## config.mk

```make
export PLATFORM = sky130hd
export DESIGN_NAME = prbs8_src
export DESIGN_NICKNAME = d
export VERILOG_FILES = /design/src/rtl/prbs8_pkg.sv /design/src/rtl/lfsr8.sv /design/src/rtl/prbs8_src.sv
export SDC_FILE = /design/constraint.sdc
export NUM_CORES = 1
export LEC_CHECK = 0
export CORE_MARGIN = 2
export CORE_UTILIZATION = 30
export DETAILED_ROUTE_END_ITERATION = 6
export HOLD_SLACK_MARGIN = 0.08
export PLACE_DENSITY = 0.57
export SLEW_MARGIN = 15
export SYNTH_ARGS = -nofsm -noshare
export SYNTH_HDL_FRONTEND = slang
export SYNTH_HIERARCHICAL = 1
export SYNTH_SLANG_ARGS = --single-unit
```

## constraint.sdc

```tcl
create_clock -name clk -period 5.04 [get_ports clk]
set_input_delay 1.008 -clock clk [delete_from_list [all_inputs] [get_ports clk]]
set_output_delay 1.008 -clock clk [all_outputs]
set_load 0.03 [all_outputs]
```

## src/rtl/prbs8_pkg.sv

```systemverilog
// Shared types and constants for the PRBS8 burst source.
// Latency: n/a (types, constants and pure functions only).
// Backpressure: n/a.
//
// Contents:
//   state_t        - burst FSM states (IDLE, BURST, GAP)
//   LFSR_TAPS      - feedback tap mask, bits 7,5,4,3
//   ZERO_SEED_SUB  - value substituted for an all-zero seed
//   lfsr_next()    - one Fibonacci shift-left step
//   seed_fix()     - maps the lockup seed 8'h00 to ZERO_SEED_SUB
package prbs8_pkg;

  typedef enum logic [1:0] {
    ST_IDLE  = 2'd0,
    ST_BURST = 2'd1,
    ST_GAP   = 2'd2
  } state_t;

  localparam logic [7:0] LFSR_TAPS     = 8'hB8;
  localparam logic [7:0] ZERO_SEED_SUB = 8'h01;

  // Shift left, feedback is the XOR of the tapped bits entering at bit 0.
  function automatic logic [7:0] lfsr_next(input logic [7:0] v);
    return {v[6:0], ^(v & LFSR_TAPS)};
  endfunction

  // All-zero is the one state the LFSR never leaves, so it is never loaded.
  function automatic logic [7:0] seed_fix(input logic [7:0] v);
    return (v == 8'h00) ? ZERO_SEED_SUB : v;
  endfunction

endpackage

```

## src/rtl/lfsr8.sv

```systemverilog
// 8-bit Fibonacci LFSR register with seed load and single-step advance.
// Latency: q reflects a step or load on the clock edge after it is requested.
// Backpressure: none; the register only moves when step or load is high.
//
// Ports:
//   clk, rst  - clock and asynchronous active-high reset (q <= SEED_DFLT)
//   step      - advance one position this edge
//   load      - load load_val this edge (takes priority over step)
//   load_val  - seed value; 8'h00 is replaced by ZERO_SEED_SUB
//   q         - current LFSR value
module lfsr8
  import prbs8_pkg::*;
#(
  parameter logic [7:0] SEED_DFLT = 8'h01
) (
  input  logic       clk,
  input  logic       rst,
  input  logic       step,
  input  logic       load,
  input  logic [7:0] load_val,
  output logic [7:0] q
);

  logic [7:0] q_q;
  logic [7:0] q_d;

  always_comb begin
    q_d = q_q;
    if (load) begin
      q_d = seed_fix(load_val);
    end else if (step) begin
      q_d = lfsr_next(q_q);
    end
  end

  always_ff @(posedge clk or posedge rst) begin
    if (rst) begin
      q_q <= SEED_DFLT;
    end else begin
      q_q <= q_d;
    end
  end

  assign q = q_q;

endmodule

```

## src/rtl/prbs8_src.sv

```systemverilog
// Pseudo-random byte source emitting configurable bursts separated by idle gaps.
// Latency: first beat is presented the cycle after i_en is seen in IDLE.
// Backpressure: valid/ready; o_data holds and the LFSR stalls while i_ready=0.
//
// Ports:
//   clk, rst     - clock and asynchronous active-high reset
//   i_en         - request bursts; sampled at burst boundaries only
//   i_seed_ld    - load i_seed into the LFSR (acted on in IDLE only)
//   i_seed       - LFSR seed
//   i_burst_len  - beats per burst minus one, latched at burst start
//   i_gap_len    - idle cycles between bursts, latched at burst start
//   i_ready      - downstream ready
//   o_valid      - o_data valid (BURST state)
//   o_data       - current LFSR value
//   o_busy       - FSM is in BURST or GAP
//   o_beats      - free-running count of accepted beats (wraps)
module prbs8_src
  import prbs8_pkg::*;
#(
  parameter logic [7:0] SEED_DFLT = 8'h01
) (
  input  logic        clk,
  input  logic        rst,
  input  logic        i_en,
  input  logic        i_seed_ld,
  input  logic [7:0]  i_seed,
  input  logic [3:0]  i_burst_len,
  input  logic [3:0]  i_gap_len,
  input  logic        i_ready,
  output logic        o_valid,
  output logic [7:0]  o_data,
  output logic        o_busy,
  output logic [15:0] o_beats
);

  state_t      state_q, state_d;
  logic        valid_q, valid_d;
  logic        busy_q, busy_d;
  logic [15:0] beats_q, beats_d;
  logic [3:0]  beat_cnt_q, beat_cnt_d;  // index of the beat being presented
  logic [3:0]  gap_cnt_q, gap_cnt_d;    // gap cycles remaining, including this one
  logic [3:0]  burst_len_q, burst_len_d;
  logic [3:0]  gap_len_q, gap_len_d;

  logic        accept;
  logic        start_burst;
  logic        lfsr_step;
  logic        lfsr_load;
  logic [7:0]  lfsr_q;

  // valid_q is high exactly when the FSM is in BURST, so it doubles as the
  // state qualifier for a handshake.
  assign accept = valid_q & i_ready;

  lfsr8 #(
    .SEED_DFLT (SEED_DFLT)
  ) u_lfsr (
    .clk      (clk),
    .rst      (rst),
    .step     (lfsr_step),
    .load     (lfsr_load),
    .load_val (i_seed),
    .q        (lfsr_q)
  );

  always_comb begin
    state_d     = state_q;
    beat_cnt_d  = beat_cnt_q;
    gap_cnt_d   = gap_cnt_q;
    burst_len_d = burst_len_q;
    gap_len_d   = gap_len_q;
    start_burst = 1'b0;
    lfsr_step   = 1'b0;
    lfsr_load   = 1'b0;

    unique case (state_q)
      ST_IDLE: begin
        // A seed load and a burst start may share an edge; the loaded
        // value is then the first beat presented.
        lfsr_load   = i_seed_ld;
        start_burst = i_en;
      end

      ST_BURST: begin
        if (accept) begin
          lfsr_step = 1'b1;
          if (beat_cnt_q == burst_len_q) begin
            // Last beat of the burst: i_en is only consulted here, so a
            // mid-burst drop of i_en never truncates the burst.
            beat_cnt_d = 4'd0;
            if (gap_len_q != 4'd0) begin
              state_d   = ST_GAP;
              gap_cnt_d = gap_len_q;
            end else if (i_en) begin
              start_burst = 1'b1;
            end else begin
              state_d = ST_IDLE;
            end
          end else begin
            beat_cnt_d = beat_cnt_q + 4'd1;
          end
        end
      end

      ST_GAP: begin
        if (gap_cnt_q <= 4'd1) begin
          gap_cnt_d = 4'd0;
          if (i_en) begin
            start_burst = 1'b1;
          end else begin
            state_d = ST_IDLE;
          end
        end else begin
          gap_cnt_d = gap_cnt_q - 4'd1;
        end
      end

      default: begin
        state_d = ST_IDLE;
      end
    endcase

    // Every burst entry re-samples the length inputs.
    if (start_burst) begin
      state_d     = ST_BURST;
      beat_cnt_d  = 4'd0;
      burst_len_d = i_burst_len;
      gap_len_d   = i_gap_len;
    end

    beats_d = accept ? (beats_q + 16'd1) : beats_q;

    // Outputs are registered from the next state so they line up with it.
    valid_d = (state_d == ST_BURST);
    busy_d  = (state_d != ST_IDLE);
  end

  always_ff @(posedge clk or posedge rst) begin
    if (rst) begin
      state_q     <= ST_IDLE;
      valid_q     <= 1'b0;
      busy_q      <= 1'b0;
      beats_q     <= 16'd0;
      beat_cnt_q  <= 4'd0;
      gap_cnt_q   <= 4'd0;
      burst_len_q <= 4'd0;
      gap_len_q   <= 4'd0;
    end else begin
      state_q     <= state_d;
      valid_q     <= valid_d;
      busy_q      <= busy_d;
      beats_q     <= beats_d;
      beat_cnt_q  <= beat_cnt_d;
      gap_cnt_q   <= gap_cnt_d;
      burst_len_q <= burst_len_d;
      gap_len_q   <= gap_len_d;
    end
  end

  assign o_valid = valid_q;
  assign o_data  = lfsr_q;
  assign o_busy  = busy_q;
  assign o_beats = beats_q;

endmodule

```

-- Word-level counts from Yosys, hierarchy flattened
Cells that the tools add are included.
- bits in registers: 44
- input bits: 21
- output and inout port bits: 26
- logic and storage cells: 60
- add/subtract/negate cells: 3
- $lt $le $gt $ge: 1
- eq/ne operators: 7
- multiplexer cells: 28
- bitwise operators: 1
- reduce and logical (&&, ||, !) cells: 11
- operator list (cell ; count):
    4-bit 2-to-1 mux ; 8
    8-bit 2-to-1 mux ; 3
    16-bit by 1-bit adder with 16-bit output (second input constant) ; 1
    2-bit 2-to-1 mux ; 6
    2-bit nonzero test ; 5
    8-bit zero test ; 1
    1-bit 2-to-1 mux ; 8
    4-bit case mux with 2 select lines ; 1
    8-bit parity ; 1
    2-bit inequality test (second input constant) ; 3
    2-bit case mux with 3 select lines ; 1
    4-bit by 1-bit adder with 4-bit output (second input constant) ; 1
    2-bit by 1-bit equality test with 1-bit output (second input constant) ; 2
    4-bit equality test ; 1
    4-bit by 1-bit <= comparator with 1-bit output (second input constant) ; 1
    4-bit AND reduction ; 1
    4-bit nonzero test ; 1
    4-bit by 1-bit subtractor with 4-bit output (second input constant) ; 1
    1-bit case mux with 3 select lines ; 1
    2-bit equality test (second input constant) ; 1
    2-bit zero test ; 1
    2-bit AND reduction ; 1
    1-bit bitwise AND ; 1

-- Logic depth before layout (Yosys ltp)
Gate-level depths: netlist (run 1).
- word-level depth: 7
- mapped depth: 8
- depth with buffers taken out: 7

-- Cells and area by module
Netlist (run 1), hierarchy kept.
- by module, submodules not included (module ; instances ; cells each ; area each (µm²) ; seq. area each (µm²)):
    prbs8_src ; 1 ; 156 ; 1740.4 ; 900.9
    lfsr8 ; 1 ; 41 ; 407.9 ; 201.4

-- Worst setup path after synthesis (run 1)
OpenSTA, ideal clock, no wires.
- path type: input to register
- start: input i_ready
- end: register burst_len_q[0]
- library setup time: 0.125 ns
- arrival: 2.275 ns
- data required time: 4.915 ns
- setup slack: 2.640 ns
- cell stages on the path: 7
- path buffers: 1
- cell sequence: nand2_1 or2_1 inv_2 o2bb2ai_1 and2_2 buf_6 mux2_4
- cells in the longest elaborated chain, start to end: 3
- ends and longest elaborated chain (what ; line ; text):
    from (decl) ; prbs8_src.sv:29 ; input logic i_ready,
    1-bit bitwise AND ; prbs8_src.sv:53 ; assign accept = valid_q & i_ready;
    1-bit 2-to-1 mux ; prbs8_src.sv:85 ; if (accept) begin
    1-bit case mux with 3 select lines ; prbs8_src.sv:76 ; unique case (state_q)
    to (signal assigned) ; prbs8_src.sv:155 ; burst_len_q <= burst_len_d;
    to (decl) ; prbs8_src.sv:42 ; logic [3:0] burst_len_q, burst_len_d;
Every way passes these cells.
A chain may end at the register's enable or synchronous reset.

-- Final worst setup path (run 1)
- start: input i_ready
- end: register burst_len_q[2]
Same word-level chain as after synthesis.

==> impl_metrics.json, run 1 <==
{
  "outcome": "complete, no violations",
  "cts_max_level": 2,
  "place_area_mm2": 0.00272,
  "grt_pass1_vias": 1624,
  "nFillCells": 686,
  "power_frac_comb": 0.418,
  "globalRouteOverflowTotal": 0,
  "clk_pin_slew_worst_paths_ns": 0.08,
  "ctsResizeCount": 0,
  "core_mm2": 0.00687,
  "worstMarginPinSlew_ns": 0.602,
  "fin_crit_ns": 3.05,
  "p_leak_nw": 1.21,
  "grt_max_degree": 37,
  "power_per_cell_area_mw_per_mm2": 553,
  "ioPinCount": 47,
  "via_per_inst": 4.61,
  "required_ns": 5.21,
  "io_buffers": 46,
  "seq_area_mm2": 0.00110,
  "fmax_mhz": 328,
  "ctsHoldBuffers": 0,
  "critPathMaxFanout": 15,
  "placed_cells": 337,
  "yosys.cell_types.count": 45,
  "setup_viol": 0,
  "worstPathCellList": "clkdlybuf4s50_1, nand2_1, or2_1, inv_2, o2bb2ai_1, and2_2, mux2_1",
  "grt_pass1_wl_um": 7590,
  "start_util": 0.313,
  "p_seq_frac": 0.386,
  "cpPeakStageDelay_ns": 0.50,
  "post_drt_wl_per_cell_um": 12.9,
  "ant_nets": 0,
  "ys_ff_latch": 44,
  "gp_congestion": 0.770,
  "clock_skew_ns": 0.00767,
  "yosysTopAreaCell": "dfrtp_1",
  "dieWidth_um": 88.6,
  "layout_worst_path_cycle_share": 0.605,
  "synth_edf_count": 0,
  "p_switching_w": 0.000587,
  "dpl.hpwl_um": 3380,
  "first_pass_iters": 4,
  "syn_to_final_growth_pct": 32.6,
  "clkSinkCount": 44,
  "synth.avg_cell_area_um2": 10.9,
  "yosysMostFrequentCell": "dfrtp_1",
  "vias": 1587,
  "fin_tns_setup_ns": 0,
  "vdd_ir_drop_max_v": 0.000155,
  "drv_slew": 0,
  "cts-root-buf": "clkbuf_8",
  "ys_seq_area_frac": 0.513,
  "nets": 273,
  "cts_tree": "done",
  "pwr-share-clk": 0.196,
  "async_flop_share": 1.00,
  "dieArea_mm2": 0.00785,
  "slew_headroom": 0.597,
  "syn_inst": 197,
  "intPower_w": 0.000988,
  "switching_share": 0.373,
  "drc": 0,
  "slowest_stage": "clkdlybuf4s50_1",
  "yosys-top-cells-count": "dfrtp_1 (43), nand2_1 (20), xnor2_1 (13)",
  "drv_cap": 0,
  "n_antenna_cell": 0,
  "cts_buffers": 5,
  "row_count": 30,
  "grt_util_all_layers": 0.126,
  "antenna_found_initial": 0,
  "worstSetupPathType": "in2reg",
  "synth_top_area_frac": 0.501,
  "drive_gt1_frac": 0.0968,
  "rsz0062_at_grt": "no",
  "hold_class": "reg2reg",
  "die_height_um": 88.6,
  "cp-end-kind": "flip-flop",
  "ys.flop_type": "dfrtp_1",
  "hold_violations": 0,
  "final_cells": 344,
  "synth.area.top_cells": "dfrtp_1 (50%), xnor2_1 (5.3%), mux2_4 (4.9%), xor2_1 (4.5%), nand2_1 (3.5%)",
  "yosys_warnings": 6,
  "clockBufferDepth": 2,
  "drt_iter0_drc": 45,
  "detail_route.wirelength_um": 4440,
  "critPathLaunchType": "primary input",
  "final_util": 0.415,
  "syn-num-nets": 222,
  "fin_area_mm2": 0.00285,
  "cp.arrival_ns": 3.22,
  "multi_input_area_um2": 985,
  "synth_area_mm2": 0.00215,
  "cts_setup_buffers": 0,
  "clk_latency_ns": 0.29
}
[metal layers]
metal  vias to the layer above  part of all wire  track usage
met5                         -                 0            0
met4                         0             0.013       0.0482
met3                         6             0.024       0.0317
met2                        19              0.49        0.197
met1                       780              0.47        0.168
li1                        782                 -            -
[worst max-delay path, delay by kind of cell]
family                 cells  cell delay [ns]
AND/OR/NAND/NOR            3             0.85
buffers and inverters      2             0.77
multiplexers               1             0.36
AO/OA/AOI/OAI              1             0.23
[power by group through the flow]
stage | clock (W) | sequential (W) | combinational, W
global placement | 0 | 0.000614 | 0.000651
detailed placement | 0 | 0.000615 | 0.000668
finish | 0.000309 | 0.000608 | 0.000659
floorplan | 0 | 0.000705 | 0.000338
CTS | 0.000321 | 0.000609 | 0.000669
global route | 0.000337 | 0.000629 | 0.000726
[cells by family after synthesis]
family	Yosys count	share of synthesized area
AO/OA/AOI/OAI	31	0.0891
XOR/XNOR	24	0.0978
adder cells (fa/ha/maj)	4	0.0233
buffers and inverters	14	0.0285
flip-flops	44	0.513
multiplexers	17	0.0973
AND/OR/NAND/NOR	63	0.151
[worst paths after layout]
kind,start,to,slack [ns],cells after the start
worst max-delay path,i_ready,burst_len_q[2],1.99,7
worst min-delay path,o_beats[15],o_beats[15],0.47,1
worst max register to register,beat_cnt_q[0],burst_len_q[2],2.70,5
worst min register to register,o_beats[15],o_beats[15],0.47,1
max in group asynchronous,rst,burst_len_q[2],3.54,3
min in group asynchronous,rst,u_lfsr/q[4],1.02,2
[stage by stage]
stage	setup WS [ns]	total power, W	hold WS (ns)
final	1.99	0.00158	0.475
after global routing	1.82	0.00169	0.502
after CTS	1.99	0.00160	0.487
after detailed placement	1.68	0.00128	0.475
after global placement	1.76	0.00127	0.462
after floorplan	2.64	0.00104	0.478
[registers in the layout, summed over array words and instances (netlist names)]
register and flops:
beat_cnt_q 4, o_busy 1, gap_len_q 4, burst_len_q 4
o_beats 16, u_lfsr/q 8, gap_cnt_q 4, state_q 2
o_valid 1
[cell usage in the layout, fill, tap and decap left out, types with 2 or more instances in the layout]
cell type and count:
nor2_1 12, buf_4 2, mux2_1 2, nand4_1 5, a21oi_1 7, xnor2_1 13, clkbuf_8 5, nor3_1 4
bufinv_16 2, inv_1 9, o21ai_1 4, xor2_1 11, o21ai_0 9, mux2_4 7, nand2_1 20, ha_1 4
mux2i_1 7, nand2b_1 4, nor4_1 2, o21a_1 2, nand3_1 4, a31oi_1 2, clkdlybuf4s50_1 46, dfrtp_1 43
[area by class of cell]
class / count / area share
Sequential cell: 44 / 0.387
Multi-Input combinational cell: 139 / 0.346
Timing Repair Buffer: 48 / 0.167
Tap cell: 96 / 0.0422
Clock buffer: 5 / 0.0242
Clock inverter: 2 / 0.0211
Inverter: 10 / 0.0132
Note: power is estimated with default switching activity, not from simulation.
==> inputs of run 2 (changes only) <==
--- a/config.mk
+++ b/config.mk
@@ -9,7 +9,7 @@
 export CORE_UTILIZATION = 30
 export DETAILED_ROUTE_END_ITERATION = 6
 export HOLD_SLACK_MARGIN = 0.08
-export PLACE_DENSITY = 0.57
+export PLACE_DENSITY = 0.59
 export SLEW_MARGIN = 15
 export SYNTH_ARGS = -nofsm -noshare
 export SYNTH_HDL_FRONTEND = slang
==> constraint.sdc (replaced) <==
create_clock -name clk -period 2.5 [get_ports clk]
set_input_delay 0.5 -clock clk [delete_from_list [all_inputs] [get_ports clk]]
set_output_delay 0.5 -clock clk [all_outputs]
set_load 0.03 [all_outputs]
==> run 2 against run 1 <==
Sequential power grew 100%. Worst setup slack lost 1.8 ns. Register-to-register slack lost 2.5 ns. Wire length shrank 0.92%. Critical path depth shrank 2. Critical path type is now reg2reg. Largest power group unchanged.
==> impl_metrics.json, run 2 (synthesized netlist as in run 1, its figures left out) <==
{
  "post_drt_wl_per_cell_um": 12.6,
  "die_height_um": 88.6,
  "core_mm2": 0.00687,
  "use_met2": 0.187,
  "syn_to_final_growth_pct": 34.0,
  "slowest_stage": "or4_4",
  "critPathLaunchType": "flip-flop",
  "p_leak_nw": 1.23,
  "power_w": 0.00314,
  "worstMarginPinSlew_ns": 0.595,
  "ioPinCount": 47,
  "cts_buffers": 5,
  "grt_util_all_layers": 0.122,
  "cts_setup_buffers": 0,
  "cts_max_level": 2,
  "n_antenna_cell": 0,
  "drt_iter0_drc": 52,
  "grt_max_degree": 37,
  "post-place-ws_ns": 0.0375,
  "first_pass_iters": 4,
  "dieWidth_um": 88.6,
  "placed_cells": 342,
  "dieArea_mm2": 0.00785,
  "cp-end-kind": "flip-flop",
  "start_util": 0.313,
  "gp_congestion": 0.768,
  "final_common_cell": "clkdlybuf4s50_1",
  "via_per_inst": 4.54,
  "clk_latency_ns": 0.30,
  "clockBufferDepth": 2,
  "cpPeakStageDelay_ns": 0.57,
  "drv_slew": 0,
  "drv_cap": 0,
  "critPathMaxFanout": 11,
  "ctsHoldBuffers": 0,
  "largest_register_ffs": 16,
  "io_buffers": 46,
  "cts-root-buf": "clkbuf_8",
  "detail_route.wirelength_um": 4400,
  "rsz0062_at_grt": "no",
  "clkSinkCount": 44,
  "grt_pass1_vias": 1574,
  "fmax_mhz": 440,
  "nets": 278,
  "grt.busiest_layer": "met2",
  "hold_violations": 0,
  "layout_setup_ws_ns": 0.227,
  "required_ns": 2.67,
  "place_area_mm2": 0.00276,
  "grtUsageMet1": 0.161,
  "drc": 0,
  "ant_nets": 0,
  "fin_area_mm2": 0.00288,
  "worstSetupPathType": "reg2reg",
  "cp.arrival_ns": 2.45,
  "row_count": 30,
  "power_per_cell_area_mw_per_mm2": 1090,
  "fin_crit_ns": 2.27,
  "fin_tns_setup_ns": 0,
  "worstPathCellList": "or4_4, o21a_1, a211oi_2, and2_2, mux2_1",
  "vias": 1590,
  "final_cells": 350,
  "clk_pin_slew_worst_paths_ns": 0.09,
  "drive_gt1_frac": 0.118,
  "grt_pass1_wl_um": 7440,
  "layout_worst_path_cycle_share": 0.909,
  "hold_class": "reg2reg",
  "outcome": "complete, no violations",
  "ctsResizeCount": 0,
  "slew_headroom": 0.601,
  "dpl.hpwl_um": 3320,
  "setup_viol": 0,
  "globalRouteOverflowTotal": 0,
  "grt_use_met3": 0.0326,
  "mostFrequentLayoutCells": "clkdlybuf4s50_1 (46), dfrtp_1 (43), nand2_1 (20)",
  "antenna_found_initial": 0,
  "cts_tree": "done",
  "vdd_ir_drop_max_v": 0.000284,
  "clock_skew_ns": 0.0120
}
-- run 2: final cells by class --
cell class                      count  area (um^2)
Clock inverter                      2         38.8
Sequential cell                    44         1100
Fill cell                         670         3990
Timing Repair Buffer               53          513
Inverter                           10         37.5
Multi-Input combinational cell    139          985
Clock buffer                        6         82.6
Tap cell                           96          120
-- run 2: worst max-delay path, delay by kind of cell, from the launching register on --
kind	cells	cell delay, ns
and+or+nand+nor	2	0.96
muxes	1	0.35
AOI/OAI and AO/OA	2	0.41
DFF	1	0.43
-- run 2: per-stage QoR --
stage,utilization,hold WS (ns)
floorplan,-,0.315
global placement,0.401,0.462
detailed placement,0.401,0.481
CTS,0.419,0.494
global route,0.419,0.508
finish,0.419,0.481
-- run 2: worst paths after layout --
check / endpoint / from / slack, ns / cells past startpoint
worst max-delay path: burst_len_q[2] / gap_len_q[0] / 0.23 / 5
worst min-delay path: o_beats[15] / o_beats[15] / 0.48 / 1
worst max register to register: burst_len_q[2] / gap_len_q[0] / 0.23 / 5
worst min register to register: o_beats[15] / o_beats[15] / 0.48 / 1
max in group asynchronous: burst_len_q[2] / rst / 1.52 / 3
min in group asynchronous: u_lfsr/q[3] / rst / 0.50 / 2
-- run 2: metal layers --
metal  vias up  share of wire
met4         0          0.020
met3         7          0.033
met2        25           0.47
li1        791              -
met1       767           0.48
met5         -              0
-- run 2: report_power, final --
part,switching (W),internal (W)
Sequential,0.000260,0.000964
Combinational,0.000685,0.000659
Clock,0.000248,0.000327
